`src/rtl/ofs_plat_test_mmio64_csr.sv`:
```
// ofs_plat_test_mmio64_csr
//
// Avalon MMIO CSR responder sitting on the 64-bit MMIO port exported by the
// platform shim. It decodes host reads and writes into a fixed bank of 64-bit
// CSRs and drives control pulses into the AFU's host_mem engine.
//
// Word map (addr[3:0], upper address bits must be zero):
//   0 DFH (RO)        1 AFU_ID[63:0] (RO)     2 AFU_ID[127:64] (RO)
//   3 SCRATCH (RW)    4 CTRL (WO, reads 0)    5 STATUS live/sticky (W1C)
//   6 CYCLES (RO)     7 RD_CNT (RO)           8 WR_CNT (RO)
//   any other word reads 0, writes ignored.
//
// Optional feature macro: OFS_PLAT_TEST_CSR_ACCESS_CNT_EN
//   defined   : RD_CNT / WR_CNT access counters are implemented
//   undefined : no counter flops, words 7 and 8 read 0
//
// Ports:
//   clk, reset                  clock, asynchronous active-high reset
//   avs_address/read/write/...  Avalon-MM slave (word addressed, 64-bit)
//   avs_waitrequest             high in reset and for one clk after release
//   avs_readdata/readdatavalid  read response, fixed 2-cycle latency
//   status_live                 live engine status (read-only view)
//   status_err_set              error pulses, latched into sticky bits
//   ctrl_start, ctrl_clear      one-cycle control pulses
//   scratch_out                 current scratch register value

module ofs_plat_test_mmio64_csr #(
  parameter int unsigned    ADDR_WIDTH   = 16,
  parameter logic [63:0]    DFH_VALUE    = 64'h1000_0100_0000_0000,
  parameter logic [127:0]   AFU_ID       = '0,
  parameter int unsigned    STATUS_WIDTH = 32
) (
  input  logic                    clk,
  input  logic                    reset,
  input  logic [ADDR_WIDTH-1:0]   avs_address,
  input  logic                    avs_read,
  input  logic                    avs_write,
  input  logic [63:0]             avs_writedata,
  input  logic [7:0]              avs_byteenable,
  output logic                    avs_waitrequest,
  output logic [63:0]             avs_readdata,
  output logic                    avs_readdatavalid,
  input  logic [STATUS_WIDTH-1:0] status_live,
  input  logic [STATUS_WIDTH-1:0] status_err_set,
  output logic                    ctrl_start,
  output logic                    ctrl_clear,
  output logic [63:0]             scratch_out
);

  logic                    wait_q;
  logic                    accept_rd;
  logic                    accept_wr;
  logic                    hit;
  logic [3:0]              word;
  logic                    wr_scratch;
  logic                    wr_ctrl;
  logic                    wr_status;

  logic [63:0]             scratch_q;
  logic [STATUS_WIDTH-1:0] sticky_q;
  logic [STATUS_WIDTH-1:0] w1c_mask;
  logic [63:0]             cycles_q;
  logic                    start_q;
  logic                    clear_q;

  logic [63:0]             rd_cnt_word;
  logic [63:0]             wr_cnt_word;
  logic [63:0]             status_word;
  logic [63:0]             rd_mux;

  logic                    rd_v1_q;
  logic [63:0]             rd_d1_q;
  logic                    rd_v2_q;
  logic [63:0]             rd_d2_q;

  // Waitrequest: set by reset, falls on the first clock after release.
  always_ff @(posedge clk or posedge reset) begin
    if (reset) wait_q <= 1'b1;
    else       wait_q <= 1'b0;
  end

  assign avs_waitrequest = wait_q;

  assign accept_rd  = avs_read  & ~wait_q;
  assign accept_wr  = avs_write & ~wait_q;
  assign hit        = (avs_address[ADDR_WIDTH-1:4] == '0);
  assign word       = avs_address[3:0];
  assign wr_scratch = accept_wr & hit & (word == 4'd3);
  assign wr_ctrl    = accept_wr & hit & (word == 4'd4);
  assign wr_status  = accept_wr & hit & (word == 4'd5);

  // Scratch: per-byte write enable.
  always_ff @(posedge clk or posedge reset) begin
    if (reset) begin
      scratch_q <= '0;
    end else if (wr_scratch) begin
      for (int unsigned i = 0; i < 8; i++) begin
        if (avs_byteenable[i]) scratch_q[8*i +: 8] <= avs_writedata[8*i +: 8];
      end
    end
  end

  assign scratch_out = scratch_q;

  // Sticky errors: W1C from the upper half of the write data; a set pulse in
  // the same cycle as the clear keeps the bit set.
  assign w1c_mask = wr_status ? avs_writedata[32 +: STATUS_WIDTH] : '0;

  always_ff @(posedge clk or posedge reset) begin
    if (reset) sticky_q <= '0;
    else       sticky_q <= (sticky_q & ~w1c_mask) | status_err_set;
  end

  // Control pulses, one clock after the accepting edge.
  always_ff @(posedge clk or posedge reset) begin
    if (reset) begin
      start_q <= 1'b0;
      clear_q <= 1'b0;
    end else begin
      start_q <= wr_ctrl & avs_writedata[0];
      clear_q <= wr_ctrl & avs_writedata[1];
    end
  end

  assign ctrl_start = start_q;
  assign ctrl_clear = clear_q;

  // Free-running cycle counter; the clear cycle loads 0 instead of counting.
  always_ff @(posedge clk or posedge reset) begin
    if (reset)        cycles_q <= '0;
    else if (clear_q) cycles_q <= '0;
    else              cycles_q <= cycles_q + 64'd1;
  end

`ifdef OFS_PLAT_TEST_CSR_ACCESS_CNT_EN
  logic [63:0] rd_cnt_q;
  logic [63:0] wr_cnt_q;

  // On the clear pulse the write counter restarts at 1 so that the clearing
  // CTRL write itself stays counted; accesses landing in the clear cycle are
  // dropped.
  always_ff @(posedge clk or posedge reset) begin
    if (reset) begin
      rd_cnt_q <= '0;
      wr_cnt_q <= '0;
    end else if (clear_q) begin
      rd_cnt_q <= '0;
      wr_cnt_q <= 64'd1;
    end else begin
      if (accept_rd) rd_cnt_q <= rd_cnt_q + 64'd1;
      if (accept_wr) wr_cnt_q <= wr_cnt_q + 64'd1;
    end
  end

  assign rd_cnt_word = rd_cnt_q;
  assign wr_cnt_word = wr_cnt_q;
`else
  assign rd_cnt_word = '0;
  assign wr_cnt_word = '0;
`endif

  always_comb begin
    status_word                        = '0;
    status_word[STATUS_WIDTH-1:0]      = status_live;
    status_word[32 +: STATUS_WIDTH]    = sticky_q;
  end

  always_comb begin
    rd_mux = '0;
    if (hit) begin
      case (word)
        4'd0:    rd_mux = DFH_VALUE;
        4'd1:    rd_mux = AFU_ID[63:0];
        4'd2:    rd_mux = AFU_ID[127:64];
        4'd3:    rd_mux = scratch_q;
        4'd5:    rd_mux = status_word;
        4'd6:    rd_mux = cycles_q;
        4'd7:    rd_mux = rd_cnt_word;
        4'd8:    rd_mux = wr_cnt_word;
        default: rd_mux = '0;
      endcase
    end
  end

  // Read data is captured in the accept cycle so RD_CNT returns its
  // pre-increment value; the second stage only delays. Data is forced to 0
  // in any slot without a valid read.
  always_ff @(posedge clk or posedge reset) begin
    if (reset) begin
      rd_v1_q <= 1'b0;
      rd_d1_q <= '0;
      rd_v2_q <= 1'b0;
      rd_d2_q <= '0;
    end else begin
      rd_v1_q <= accept_rd;
      rd_d1_q <= accept_rd ? rd_mux : '0;
      rd_v2_q <= rd_v1_q;
      rd_d2_q <= rd_d1_q;
    end
  end

  assign avs_readdatavalid = rd_v2_q;
  assign avs_readdata      = rd_d2_q;

endmodule

```
`config.mk`:
```
export PLATFORM = sky130hd
export DESIGN_NAME = ofs_plat_test_mmio64_csr
export DESIGN_NICKNAME = d
export VERILOG_FILES = /design/src/rtl/ofs_plat_test_mmio64_csr.sv
export SDC_FILE = /design/constraint.sdc
export NUM_CORES = 1
export LEC_CHECK = 0
export CORE_AREA = 2 2 212 110
export DETAILED_ROUTE_END_ITERATION = 10
export DIE_AREA = 0 0 214 112
export GPL_TIMING_DRIVEN = 1
export PLACE_DENSITY = 0.84
export SKIP_CTS_REPAIR_TIMING = 1
export SLEW_MARGIN = 20
export SYNTH_ARGS = -nofsm -noshare
export SYNTH_HDL_FRONTEND = slang
export SYNTH_SLANG_ARGS = --single-unit
```
`constraint.sdc`:
```
create_clock -name clk -period 20.6 [get_ports clk]
set_clock_uncertainty 0.05 [all_clocks]
set_input_delay 6.18 -clock clk [delete_from_list [all_inputs] [get_ports clk]]
set_output_delay 6.18 -clock clk [all_outputs]
set_load 0.01 [all_outputs]
```
==> results.cfg, run 1 <==
[outcome]
status = complete, no violations

[clocking]
clockBufferDepth = 3
ctsHtreeMaxLevel = 1
cts_made_buffers = 27
clkSinkCount = 293
worstSkewPairLatency_ns = 0.54
cts_tree = done
clockRootBuffer = clkbuf_16
clkTransAtPathRegs_ns = 0.06

[floorplanning]
die_h_um = 112
rows = 39
start_util_pct = 51.9
core_area_mm2 = 0.0222
io_pins = 288
die_area_mm2 = 0.0240
dieWidth_um = 214

[route]
wl_per_cell_um = 21.8
ant_nets = 0
drt_iter0_drc = 1000
viasPerCell = 5.83
routed_wl_mm = 33.3
via_count = 8915
drc = 0
drt_pre_antenna_iters = 9

[synthesis]
synth.distinct_cells = 49
synth_edf_count = 0
synth_commonest_cells = dfrtp_1 (292), nor2_1 (123), mux2_2 (65)
synth_top_area_share_pct = 63.4
synth-warning-count = 0
synth_nets = 1074
synthTopCellsByArea = dfrtp_1 (63%), mux2_2 (6.3%), a222oi_1 (5.4%), nor2_1 (4.0%), xor2_1 (2.3%)
yosysSeqAreaShare_pct = 63.6
ys.flop_type = dfrtp_1
synth_area_mm2 = 0.0115
synth_most_common_cell = dfrtp_1
synth_top_area_cell = dfrtp_1
syn_inst = 917
syn_area_per_cell_um2 = 12.6
synthArstFlopShare_pct = 100
synth_seq_cells = 293

[worst_setup_path]
critical_path_arrival_ns = 2.15
timing.rr.start = cycles_q[0]
rr_endpoint = cycles_q[44]
cp-end-kind = output pin
cp-endpoint = ctrl_clear
reg2reg_depth = 6
critical_path_class = register to output pin
required_ns = 14.37
crit_fanout = 66
crit_path_start = ctrl_clear
r2r_setup_slack_ns = 17.77
start_kind = register

[pwr]
sw_frac_of_total_pct = 21.4
peakVddDrop_mv = 0.0526
power_frac_seq_pct = 51.2
p_leak_nw = 6.66
p_comb_share_pct = 5.0
clock_power_share_pct = 43.8
p_int_mw = 0.888
power.switching_mw = 0.242
p_per_area_mw_per_mm2 = 72.4

[place]
pre_cts_slack_ns = 12.03
gp_congestion = 0.882
port_buffers = 287
place_area_mm2 = 0.0147
dp_hpwl_mm = 23.0

[global_route]
antenna_found_initial = 2
grt_usage_pct = 28.2
grt_overflow = 0
grt_pass1_wl_mm = 52.6
grt_pass1_vias = 8861
grt_max_degree = 133

[layout]
utilization_pct = 70.3
drive_gt1_share_pct = 12.8
insertedDiodeCount = 0
area_growth_syn_to_layout_pct = 35.3
final_area_mm2 = 0.0156
fin_nets = 1361
fillers = 1520

[flow_run]
drv_cap = 0

[timing]
fin_ws_ns = 12.22
final_max_slew_viol_count = 0
fmax_mhz = 119
rsz0062_at_grt = false
min_period_ns = 8.38
relSlewSlack_pct = 39.1
finalSetupViolations = 0
tightest_slew_ns = 0.913
final-hold-violation-count = 0
tns_ns = 0
fin_hold_ws_ns = 0.296
min_period_over_period_pct = 40.7

[worst_hold_path]
min_path_cells = 0
min_path_type = register to register
## power groups by stage
stage | Clock, mW | Combinational [mW] | Sequential (mW)
global placement | 0 | 0.0562 | 0.589
global route | 0.528 | 0.0614 | 0.578
floorplan | 0 | 0.0174 | 0.589
detailed placement | 0 | 0.0566 | 0.589
CTS | 0.502 | 0.0571 | 0.579
finish | 0.495 | 0.0566 | 0.579
## critical path: stages, from the launching register on
cell and delay, ns:
dfrtp_2 0.34, buf_4 0.56, clkdlybuf4s50_1 0.70
## stage by stage
step | total power, mW | instances
after CTS | 1.14 | 1530
after floorplan | 0.606 | 917
after detailed placement | 0.646 | 1482
after global routing | 1.17 | 1530
after global placement | 0.646 | 1482
final | 1.13 | 1530
## cell families after synthesis
group / Yosys count / synth area share (%)
AO/OA/AOI/OAI: 138 / 9.54
buffers and inverters: 54 / 2.00
XOR/XNOR: 44 / 3.34
flip-flops: 293 / 63.6
other: 1 / 0.0325
adder cells (fa/ha/maj): 1 / 0.109
multiplexers: 65 / 6.35
AND/OR/NAND/NOR: 321 / 15.0
## layer usage
metal	wire [um]	global-route usage (%)	part of all wire, %
met5	32	0	0.096
met4	502	4.57	1.5
met3	3870	9.34	12
met2	14100	40.4	42
met1	14800	42.7	45
## how the worst min path moves through the flow
| stage | startpoint | end | slack (ns) |
|---|---|---|---|
| 2_1_floorplan | rd_d1_q[0] | avs_readdata[0] | 0.28 |
| 3_3_place_gp | rd_d1_q[14] | avs_readdata[14] | 0.28 |
| 3_5_place_dp | rd_d1_q[15] | avs_readdata[15] | 0.28 |
| 4_1_cts | rd_d1_q[51] | avs_readdata[51] | 0.30 |
| 5_1_grt | rd_d1_q[25] | avs_readdata[25] | 0.30 |
| 6_report | rd_d1_q[2] | avs_readdata[2] | 0.30 |
## layout by cell type (no fill, tap or decap), types with 12 or more instances in the layout
cell / n
inv_1: 12
a21oi_1: 21
nand3_1: 25
dfrtp_1: 291
o21ai_0: 16
nand2_1: 58
a222oi_1: 62
nor2_1: 122
mux2_2: 65
or3_1: 14
nand4_1: 32
clkbuf_16: 27
xnor2_1: 14
clkdlybuf4s50_1: 287
xor2_1: 30
a21o_1: 32
## cell type report
| type | count | area [um^2] | share of cell area (%) |
|---|---|---|---|
| timing repair buffer | 299 | 2970 | 19.0 |
| clock buffer | 36 | 749 | 4.80 |
| clock inverter | 12 | 115 | 0.738 |
| sequential | 293 | 7330 | 47.0 |
| tap | 307 | 384 | 2.46 |
| multi-input combinational | 570 | 3990 | 25.6 |
| inverter | 13 | 56.3 | 0.361 |
## state kept, by name (all words and copies together) (netlist names)
name and cells:
avs_readdata 64, cycles_q 64, rd_d1_q 64, scratch_out 64, sticky_q 32, avs_readdatavalid 1
avs_waitrequest 1, ctrl_clear 1, ctrl_start 1, rd_v1_q 1
No activity file was read; power rests on OpenSTA's default activity.
==> inputs of run 2 (changes only) <==
- CORE_AREA: 2 2 212 110 -> 2 2 232 120
- DIE_AREA: 0 0 214 112 -> 0 0 234 122
- PLACE_DENSITY: 0.84 -> 0.75
- clock period: 20.6 -> 7.15 ns (I/O delays scaled with it)
==> results.cfg, run 2 (same netlist as run 1, synthesis figures left out) <==
[place]
dp_hpwl_mm = 23.8
port_buffers = 287
gp_congestion = 0.850
pre_cts_slack_ns = 2.25

[timing]
fmax_mhz = 229
final-hold-violation-count = 0
fin_hold_ws_ns = 0.296
fin_ws_ns = 2.78
rsz0062_at_grt = false
final_max_slew_viol_count = 0
min_period_ns = 4.37
min_period_over_period_pct = 61.1
finalSetupViolations = 0
relSlewSlack_pct = 43.2
tns_ns = 0
tightest_slew_ns = 0.852

[floorplanning]
io_pins = 288
rows = 43
core_area_mm2 = 0.0268
die_h_um = 122
start_util_pct = 42.9
die_area_mm2 = 0.0285
dieWidth_um = 234

[flow_run]
drv_cap = 0

[layout]
insertedDiodeCount = 0
layout_commonest_cell = dfrtp_1
fin_nets = 1362
drive_gt1_share_pct = 13.0
final_cell_mix = dfrtp_1 (291), clkdlybuf4s50_1 (287), nor2_1 (122), mux2_2 (65), a222oi_1 (62)
fillers = 2147
area_growth_syn_to_layout_pct = 36.5

[global_route]
grt_usage_pct = 23.5
grt_pass1_wl_mm = 51.2
grt_overflow = 0
grt_max_degree = 145
antenna_found_initial = 0
grt_pass1_vias = 8703

[worst_hold_path]
min_path_type = register to register

[outcome]
status = complete, no violations

[pwr]
total_power_mw = 3.35
peakVddDrop_mv = 0.143
p_per_area_mw_per_mm2 = 213
p_leak_nw = 6.69

[route]
wl_per_cell_um = 21.2
ant_nets = 0
drt_iter0_drc = 1087
via_count = 8934
routed_wl_mm = 33.6
drc = 0
viasPerCell = 5.64
drt_pre_antenna_iters = 7

[clocking]
clkSinkCount = 293
cts_made_buffers = 27
cts_tree = done
clockBufferDepth = 3
worstSkewPairLatency_ns = 0.53
ctsHtreeMaxLevel = 1
clockRootBuffer = clkbuf_16
clkTransAtPathRegs_ns = 0.07

[worst_setup_path]
critical_path_class = primary input to register
crit_fanout = 8
cp-end-kind = register
required_ns = 7.51
start_kind = primary input
critical_path_arrival_ns = 4.73
## run 2: cell types whose count changed in the layout (fill, tap and decap cells not counted), sizes merged
cell	before	now
clkbuf	36	33
bufinv	2	5
inv	13	14
clkinv	8	7
buf	12	13
## run 2: power breakdown
part	internal, mW	total [mW]	switching (mW)
Clock	0.888	1.52	0.630
Sequential	1.66	1.67	0.00589
Combinational	0.0909	0.164	0.0731
## run 2: worst paths after layout
check / start / to / slack, ns / depth (start not counted)
worst max register to register: cycles_q[0] / cycles_q[52] / 4.20 / 6
max in group asynchronous: reset / sticky_q[11] / 3.84 / 3
worst max-delay path: avs_address[8] / scratch_out[46] / 2.78 / 7
worst min register to register: rd_d1_q[1] / avs_readdata[1] / 0.30 / 0
worst min-delay path: rd_d1_q[1] / avs_readdata[1] / 0.30 / 0
min in group asynchronous: reset / avs_readdata[24] / 1.97 / 2
## run 2: layer usage
layer | up-vias | global-route usage (%) | part of all wire (%)
li1 | 3923 | - | -
met1 | 4533 | 37.6 | 48
met2 | 452 | 32.1 | 41
met3 | 26 | 6.23 | 10
met4 | 0 | 3.64 | 1.0
met5 | - | 0 | 0
## run 2: critical path, cell delays in order
cell and delay (ns):
clkdlybuf4s50_1 0.41, nor4_1 0.38, nand4_1 0.32, nor4_4 0.61, buf_4 0.34, nand2_2 0.19
mux2_2 0.32
## run 2: metrics by stage
stage	instances	instance area (um^2)	util [%]
2_1_floorplan	917	11500	-
3_3_place_gp	1535	14800	55.1
3_5_place_dp	1536	14800	55.2
4_1_cts	1584	15700	58.6
5_1_grt	1584	15700	58.6
6_report	1584	15700	58.6
## run 2: final cells by class
type	count	area, um^2	share of cell area, %
clock buffers	33	708	4.50
multi-input cells	570	4000	25.4
clock inverters	15	210	1.34
inverters	13	52.6	0.334
flip-flops and latches	293	7330	46.6
well taps	360	450	2.86
repair buffers	300	2980	19.0
